## src/rtl/mem_access_unit.sv

```systemverilog
// Memory-stage access unit: turns MEM/size control into a byte-lane req/ack transaction and extends load data.
// Optional MEM_TIMEOUT_EN adds an ack timeout that aborts the request and pulses outBusError.
module mem_access_unit #(
    parameter int TIMEOUT_CYCLES = 255,
    parameter int ADDR_WIDTH     = 32
) (
    input  logic                  clk,
    input  logic                  rst,
    input  logic                  inValid,
    input  logic [1:0]            inMemCtrl,
    input  logic [2:0]            inSize,
    input  logic [ADDR_WIDTH-1:0] inAddress,
    input  logic [31:0]           inWriteData,
    output logic                  outStall,
    output logic                  outDone,
    output logic [31:0]           outReadData,
    output logic                  outMisaligned,
    output logic                  outBusError,
    output logic                  outMemReq,
    output logic                  outMemWe,
    output logic [ADDR_WIDTH-1:0] outMemAddr,
    output logic [3:0]            outMemByteEn,
    output logic [31:0]           outMemWData,
    input  logic                  inMemAck,
    input  logic [31:0]           inMemRData
);

    localparam logic [1:0] ST_IDLE = 2'd0;
    localparam logic [1:0] ST_REQ  = 2'd1;
    localparam logic [1:0] ST_RESP = 2'd2;

    logic [1:0]            state_q, state_d;
    logic [ADDR_WIDTH-1:0] addr_q, addr_d;
    logic [1:0]            lane_q, lane_d;
    logic [2:0]            size_q, size_d;
    logic                  we_q, we_d;
    logic [3:0]            be_q, be_d;
    logic [31:0]           wdata_q, wdata_d;
    logic [31:0]           rdata_q, rdata_d;
    logic                  misaligned_q, misaligned_d;

    logic        is_byte, is_half, access, misaligned;
    logic [3:0]  be_in;
    logic [31:0] wdata_in;

    // Size codes 011/100/111 fall through to word.
    assign is_byte    = (inSize[1:0] == 2'b01);
    assign is_half    = (inSize[1:0] == 2'b10);
    assign access     = inValid && (inMemCtrl != 2'b00);
    assign misaligned = (is_half && inAddress[0]) ||
                        (!is_byte && !is_half && (inAddress[1:0] != 2'b00));

    always_comb begin
        be_in    = 4'b1111;
        wdata_in = inWriteData;
        if (is_byte) begin
            be_in    = 4'b0001 << inAddress[1:0];
            wdata_in = {4{inWriteData[7:0]}};
        end else if (is_half) begin
            be_in    = inAddress[1] ? 4'b1100 : 4'b0011;
            wdata_in = {2{inWriteData[15:0]}};
        end
    end

`ifdef MEM_TIMEOUT_EN
    localparam logic [7:0] TIMEOUT_LAST = 8'(TIMEOUT_CYCLES - 1);
    logic [7:0] cnt_q, cnt_d;
    logic       bus_error_q, bus_error_d;
`endif

    always_comb begin
        // NOTE: every _d gets a default first so no path through the case infers a latch.
        state_d      = state_q;
        addr_d       = addr_q;
        lane_d       = lane_q;
        size_d       = size_q;
        we_d         = we_q;
        be_d         = be_q;
        wdata_d      = wdata_q;
        rdata_d      = rdata_q;
        misaligned_d = 1'b0;
`ifdef MEM_TIMEOUT_EN
        cnt_d        = cnt_q;
        bus_error_d  = 1'b0;
`endif
        case (state_q)
            ST_IDLE: begin
                if (access) begin
                    if (misaligned) begin
                        misaligned_d = 1'b1;
                    end else begin
                        state_d = ST_REQ;
                        addr_d  = {inAddress[ADDR_WIDTH-1:2], 2'b00};
                        lane_d  = inAddress[1:0];
                        size_d  = inSize;
                        we_d    = (inMemCtrl == 2'b01);
                        be_d    = be_in;
                        wdata_d = wdata_in;
`ifdef MEM_TIMEOUT_EN
                        cnt_d   = 8'd0;
`endif
                    end
                end
            end
            ST_REQ: begin
                if (inMemAck) begin
                    rdata_d = inMemRData;
                    state_d = ST_RESP;
                end
`ifdef MEM_TIMEOUT_EN
                // An ack in the limit cycle takes priority over the abort.
                else if (cnt_q == TIMEOUT_LAST) begin
                    bus_error_d = 1'b1;
                    state_d     = ST_IDLE;
                end else begin
                    cnt_d = cnt_q + 8'd1;
                end
`endif
            end
            ST_RESP: state_d = ST_IDLE;
            default: state_d = ST_IDLE;
        endcase
    end

    always_ff @(posedge clk) begin
        if (rst) begin
            state_q      <= ST_IDLE;
            addr_q       <= '0;
            lane_q       <= 2'b00;
            size_q       <= 3'b000;
            we_q         <= 1'b0;
            be_q         <= 4'b0000;
            wdata_q      <= 32'd0;
            rdata_q      <= 32'd0;
            misaligned_q <= 1'b0;
`ifdef MEM_TIMEOUT_EN
            cnt_q        <= 8'd0;
            bus_error_q  <= 1'b0;
`endif
        end else begin
            state_q      <= state_d;
            addr_q       <= addr_d;
            lane_q       <= lane_d;
            size_q       <= size_d;
            we_q         <= we_d;
            be_q         <= be_d;
            wdata_q      <= wdata_d;
            rdata_q      <= rdata_d;
            misaligned_q <= misaligned_d;
`ifdef MEM_TIMEOUT_EN
            cnt_q        <= cnt_d;
            bus_error_q  <= bus_error_d;
`endif
        end
    end

`ifdef MEM_TIMEOUT_EN
    assign outBusError = bus_error_q;
`else
    assign outBusError = 1'b0;
`endif

    logic [7:0]  byte_sel;
    logic [15:0] half_sel;
    logic [31:0] load_val;

    always_comb begin
        byte_sel = rdata_q[8*lane_q +: 8];
        half_sel = lane_q[1] ? rdata_q[31:16] : rdata_q[15:0];
        case (size_q[1:0])
            2'b01:   load_val = {{24{size_q[2] & byte_sel[7]}}, byte_sel};
            2'b10:   load_val = {{16{size_q[2] & half_sel[15]}}, half_sel};
            default: load_val = rdata_q;
        endcase
    end

    assign outStall      = (state_q == ST_REQ) ||
                           ((state_q == ST_IDLE) && access && !misaligned);
    assign outDone       = (state_q == ST_RESP);
    assign outReadData   = (state_q == ST_RESP && !we_q) ? load_val : 32'd0;
    assign outMisaligned = misaligned_q;
    assign outMemReq     = (state_q == ST_REQ);
    assign outMemWe      = we_q;
    assign outMemAddr    = addr_q;
    assign outMemByteEn  = be_q;
    assign outMemWData   = wdata_q;

endmodule

```

## config.mk

```make
export PLATFORM = sky130hd
export DESIGN_NAME = mem_access_unit
export DESIGN_NICKNAME = d
export VERILOG_FILES = /design/src/rtl/mem_access_unit.sv
export SDC_FILE = /design/constraint.sdc
export NUM_CORES = 1
export LEC_CHECK = 0
export ABC_AREA = 0
export CAP_MARGIN = 20
export CORE_MARGIN = 5
export CORE_UTILIZATION = 47
export CTS_BUF_LIST = sky130_fd_sc_hd__clkbuf_4
export CTS_CLUSTER_SIZE = 28
export DETAILED_ROUTE_END_ITERATION = 16
export PLACE_DENSITY_LB_ADDON = 0.1
export SYNTH_ARGS = -nofsm -noshare
export SYNTH_HDL_FRONTEND = slang
export SYNTH_SLANG_ARGS = --single-unit
```

## constraint.sdc

```tcl
create_clock -name clk -period 5.1 [get_ports clk]
set_input_delay 0.765 -clock clk [delete_from_list [all_inputs] [get_ports clk]]
set_output_delay 0.765 -clock clk [all_outputs]
set_load 0.01 [all_outputs]
```

# After elaboration in Yosys (flattened, before gate mapping)

Cells that the tools add are included.

Eq/ne operators: 10
Shift operators: 2
Multiplexer cells: 13
Bitwise operators: 5
Reductions and logical operators: 20

Operator list:

| cell                  | count |
|---|---|
| $mux W32              | 3 |
| $pmux W32 S2          | 1 |
| $shiftx A32 B6 Y8     | 1 |
| $mux W16              | 1 |
| $mux W4               | 3 |
| $eq A2 B1 Y1 const B  | 4 |
| $logic_and A1 B1 Y1   | 7 |
| $eq A2 B2 Y1 const B  | 3 |
| $mux W2               | 3 |
| $reduce_and A3 Y1     | 2 |
| $logic_not A1 Y1      | 4 |
| $ne A2 B2 Y1 const B  | 2 |
| $pmux W2 S2           | 1 |
| $reduce_bool A2 Y1    | 2 |
| $shl A1 B2 Y4 const A | 1 |
| $not A1 Y1            | 3 |
| $reduce_or A3 Y1      | 1 |
| $and A1 B1 Y1         | 2 |
| $logic_not A2 Y1      | 1 |
| $logic_or A1 B1 Y1    | 2 |
| $ne A2 B1 Y1 const B  | 1 |
| $reduce_and A2 Y1     | 1 |
| $mux W1               | 1 |

Bits in registers: 107
Output and inout port bits: 106

# Longest topological paths before layout

Depth after elaboration: 8
Mapped depth: 10
Mapped depth without buffers: 6

# Least setup slack after synthesis

No wires, ideal clock.

Path kind: input -> output
Start: input inSize[0]
End: output outStall
Arrival: 1724 ps
Data required time: 4335 ps
Path slack: 2611 ps
Stages on the path: 7
Path through: inv_1 -> ha_1 -> buf_4 -> o21ai_1 -> nand4_1 -> buf_2 -> nand2b_1

Word-level cells in the longest chain between the ends: 8
Elaborated cells on any way between the ends: 11
Those cells by class: eq/ne: 2; reduce/logical: 9

RTL lines:

| what                                                | RTL line | source |
|---|---|---|
| from (decl)                                         | 11       | `input logic [2:0] inSize,` |
| $eq A2 B1 Y1 / $eq A2 B2 Y1 (equally long branches) | 47, 48   |  |
| $logic_not A1 Y1                                    | 51       | `(!is_byte && !is_half && (inAddress[1:0] != 2'b00));` |
| $logic_and A1 B1 Y1 (2 in a row)                    | 51       |  |
| $logic_or A1 B1 Y1 (*)                              | 50       | `assign misaligned = (is_half && inAddress[0]) \|\|` |
| $logic_not A1 Y1 (*)                                | 178      | `((state_q == ST_IDLE) && access && !misaligned);` |
| $logic_and A1 B1 Y1 (*)                             | 178      |  |
| $logic_or A1 B1 Y1 (*)                              | 177      | `assign outStall = (state_q == ST_REQ) \|\|` |
| to (decl)                                           | 14       | `output logic outStall,` |

Mark *: on every way between the ends. The rest lies on a longest branch, timed or not.

# Worst setup path in the final report

Start: register state_q[1]
End: output outReadData[27]

Word-level cells in the longest chain between the ends: 3

RTL lines:

| what                   | RTL line | source |
|---|---|---|
| from (decl)            | 32       | `logic [1:0] state_q, state_d;` |
| from (signal assigned) | 141      | `state_q <= state_d;` |
| $eq A2 B2 Y1           | 180      | `assign outReadData = (state_q == ST_RESP && !we_q) ? load_val : 32'd0;` |
| $logic_and A1 B1 Y1    | 180      |  |
| $mux W32               | 180      |  |
| to (decl)              | 16       | `output logic [31:0] outReadData,` |

No other way between the ends.

==> results.yml <==
timing:
  tns_ns: 0
  slew-limit-headroom_pct: 44.9
  holdWs_ns: 0.467
  worst_pin_slew_ns: 0.827
  rsz0062_at_grt: "false"
  fin_skew_ns: 0.0248
  drv_slew: 0
  hold_viol: 0
  fin_crit_ns: 3.86
  timing.fmax_mhz: 259
  fin_crit_sh_pct: 75.6
  timing.final.setup_violations: 0
logic_synthesis:
  avgSynthCellArea_um2: 7.60
  ys_seq_elements: 107
  ys_seq_area_share_pct: 43.2
  synth_area_um2: 4960
  synth.distinct_cells: 37
  synthCells: 653
  synth_warnings: 0
pwr:
  peakVddDrop_v: 0.000176
  p_total_w: 0.00168
  leakage_nw: 2.61
  power_density_nw_per_um2: 236
flow_run:
  drv_cap: 0
detailed_routing:
  routed_via_density: 5.21
  postRouteAntennaNets: 0
  via_count: 5024
  post-route-drc-count: 0
  drtIter0Drc: 407
  totalWireLength_um: 15500
  wire_per_inst_um: 16.1
  firstDrtPassIters: 5
critical_path:
  startpoint: "state_q[1]$_SDFFE_PP0P_"
  cp.arrival_ns: 3.09
  end_kind: "output port"
  required_ns: 4.34
  r2r_slack_ns: 3.01
  r2r_start: "state_q[1]$_SDFFE_PP0P_"
  startpoint_type: "flop"
  cp_max_fo: 18
  path_class: "flop to output port"
final_layout:
  stdcell_area_um2: 7120
  syn2layout_area_growth_pct: 43.5
  fin_nets: 932
  final_cell_mix: "236 x nand2_1, 206 x clkdlybuf4s50_1, 107 x dfxtp_1"
  final_core_util_pct: 68.9
  mostFrequentLayoutCell: "nand2_1"
  drive_gt1_share_pct: 5.31
  diodes: 0
grt:
  grt_pass1_wl_um: 24000
  grt_max_degree: 108
  antenna_found_initial: 0
  grt_use_total_pct: 22.9
  grt_pass1_vias: 4743
  overflow: 0
clock_network:
  ctsResizeCount: 0
  clk_latency_ns: 0.45
  postCtsHoldBufs: 0
  cts_buffers: 9
  cts_tree: "built"
  post_cts_buffers: 0
  clk_pin_slew_ns: 0.17
  cts_sinks: 107
  cts.path.max_buffers: 2
  h-tree-depth: 3
  clockRootBuffer: "clkbuf_4"
floorplanning:
  ios: 211
  die_w_um: 113
  start_util_pct: 48.0
  core_area_um2: 10300
  num_rows: 37
  die_y_um: 113
  dieArea_um2: 12700
worst_hold_path:
  hold_path.class: "flop to flop"
  min_from: "outMemAddr[10]$_SDFFE_PP0P_"
placed_design:
  globalplace.congestion: 0.906
  placed_cell_area_um2: 6920
  portBuffers: 207
  hpwl_um: 11300
outcome:
  status: "finished clean"
[report_power, final]
| part | leakage (nW) | internal [W] | switching [W] |
|---|---|---|---|
| Combinational | 1.67 | 0.000192 | 0.000178 |
| Clock | 0.0649 | 0.000111 | 0.000287 |
| Sequential | 0.871 | 0.000881 | 0.0000297 |
[stage by stage]
step	cells	worst slack (ns)
3_5_place_dp	945	1.36
2_1_floorplan	655	2.61
4_1_cts	961	1.21
6_report	964	1.24
5_1_grt	964	0.960
3_3_place_gp	945	1.46
[logic make-up after synthesis]
logic type,share of synthesized area (%)
AO/OA/AOI/OAI,21.3
adder cells (fa/ha/maj),1.01
buffers and inverters,7.06
flip-flops,43.2
multiplexers,3.61
other,0.0756
AND/OR/NAND/NOR,23.7
[worst max-delay path, cell delays in order (launching register included)]
cell	delay [ns]
dfxtp_1	0.44
nor3b_4	0.68
and2_0	0.73
nand2_1	0.14
nand2_1	0.10
clkdlybuf4s50_1	0.54
[state kept, by name, indices dropped and copies added (netlist names)]
register and count:
outMemWData 32, rdata_q 32, outMemAddr 30, outMemByteEn 4
size_q 3, lane_q 2, state_q 2, outMemWe 1
outMisaligned 1
[Yosys cell counts]
master / instances / area share (%)
and4_1: 1 / 0.18
o211a_1: 7 / 1.4
nand4_1: 1 / 0.13
buf_2: 9 / 0.91
a311oi_1: 10 / 1.8
inv_1: 7 / 0.53
nor3_1: 1 / 0.10
o22ai_1: 7 / 0.88
o21ai_0: 29 / 2.9
clkbuf_2: 1 / 0.10
nor2b_1: 2 / 0.25
buf_4: 6 / 0.91
buf_6: 10 / 2.3
o22ai_2: 1 / 0.25
clkbuf_1: 30 / 2.3
nor2_1: 19 / 1.4
a311oi_2: 7 / 2.1
dfxtp_1: 107 / 43
o21ai_1: 1 / 0.10
a21oi_1: 106 / 11
nand2b_1: 12 / 1.5
and2_0: 1 / 0.13
nand2_1: 236 / 18
and2_1: 3 / 0.38
conb_1: 1 / 0.076
mux2_2: 7 / 1.6
o221a_2: 1 / 0.23
clkinv_1: 1 / 0.076
ha_1: 4 / 1.0
or2_2: 1 / 0.13
and2b_1: 1 / 0.15
nor3b_4: 2 / 0.76
a21boi_0: 2 / 0.30
mux2i_1: 10 / 2.0
nand3_1: 7 / 0.71
a31oi_1: 1 / 0.13
o2111ai_4: 1 / 0.53
[final cells by class]
cell class	count	area, um^2
clock buffer	10	75.1
clock inverter	6	48.8
sequential	107	2140
tap	136	170
timing repair buffer	213	2170
inverter	8	30.0
multi-input combinational	484	2480
fill	897	3210
[routing by layer]
layer / GRT usage [%] / up-vias / routed length (um)
met1: 27.2 / 2303 / 6060
met2: 40.9 / 189 / 7960
met3: 6.79 / 22 / 1210
met4: 5.21 / 0 / 266
li1: - / 2510 / -
met5: 0 / - / 0
[path summary, 6_finish.rpt]
kind / to / depth (start not counted)
worst max-delay path: outReadData[27] / 5
worst min-delay path: outMemAddr[10]$_SDFFE_PP0P_ / 2
worst max register to register: outMemWData[20]$_SDFFE_PP0P_ / 5
worst min register to register: outMemAddr[10]$_SDFFE_PP0P_ / 2
Power figures use the tool's default switching activity.
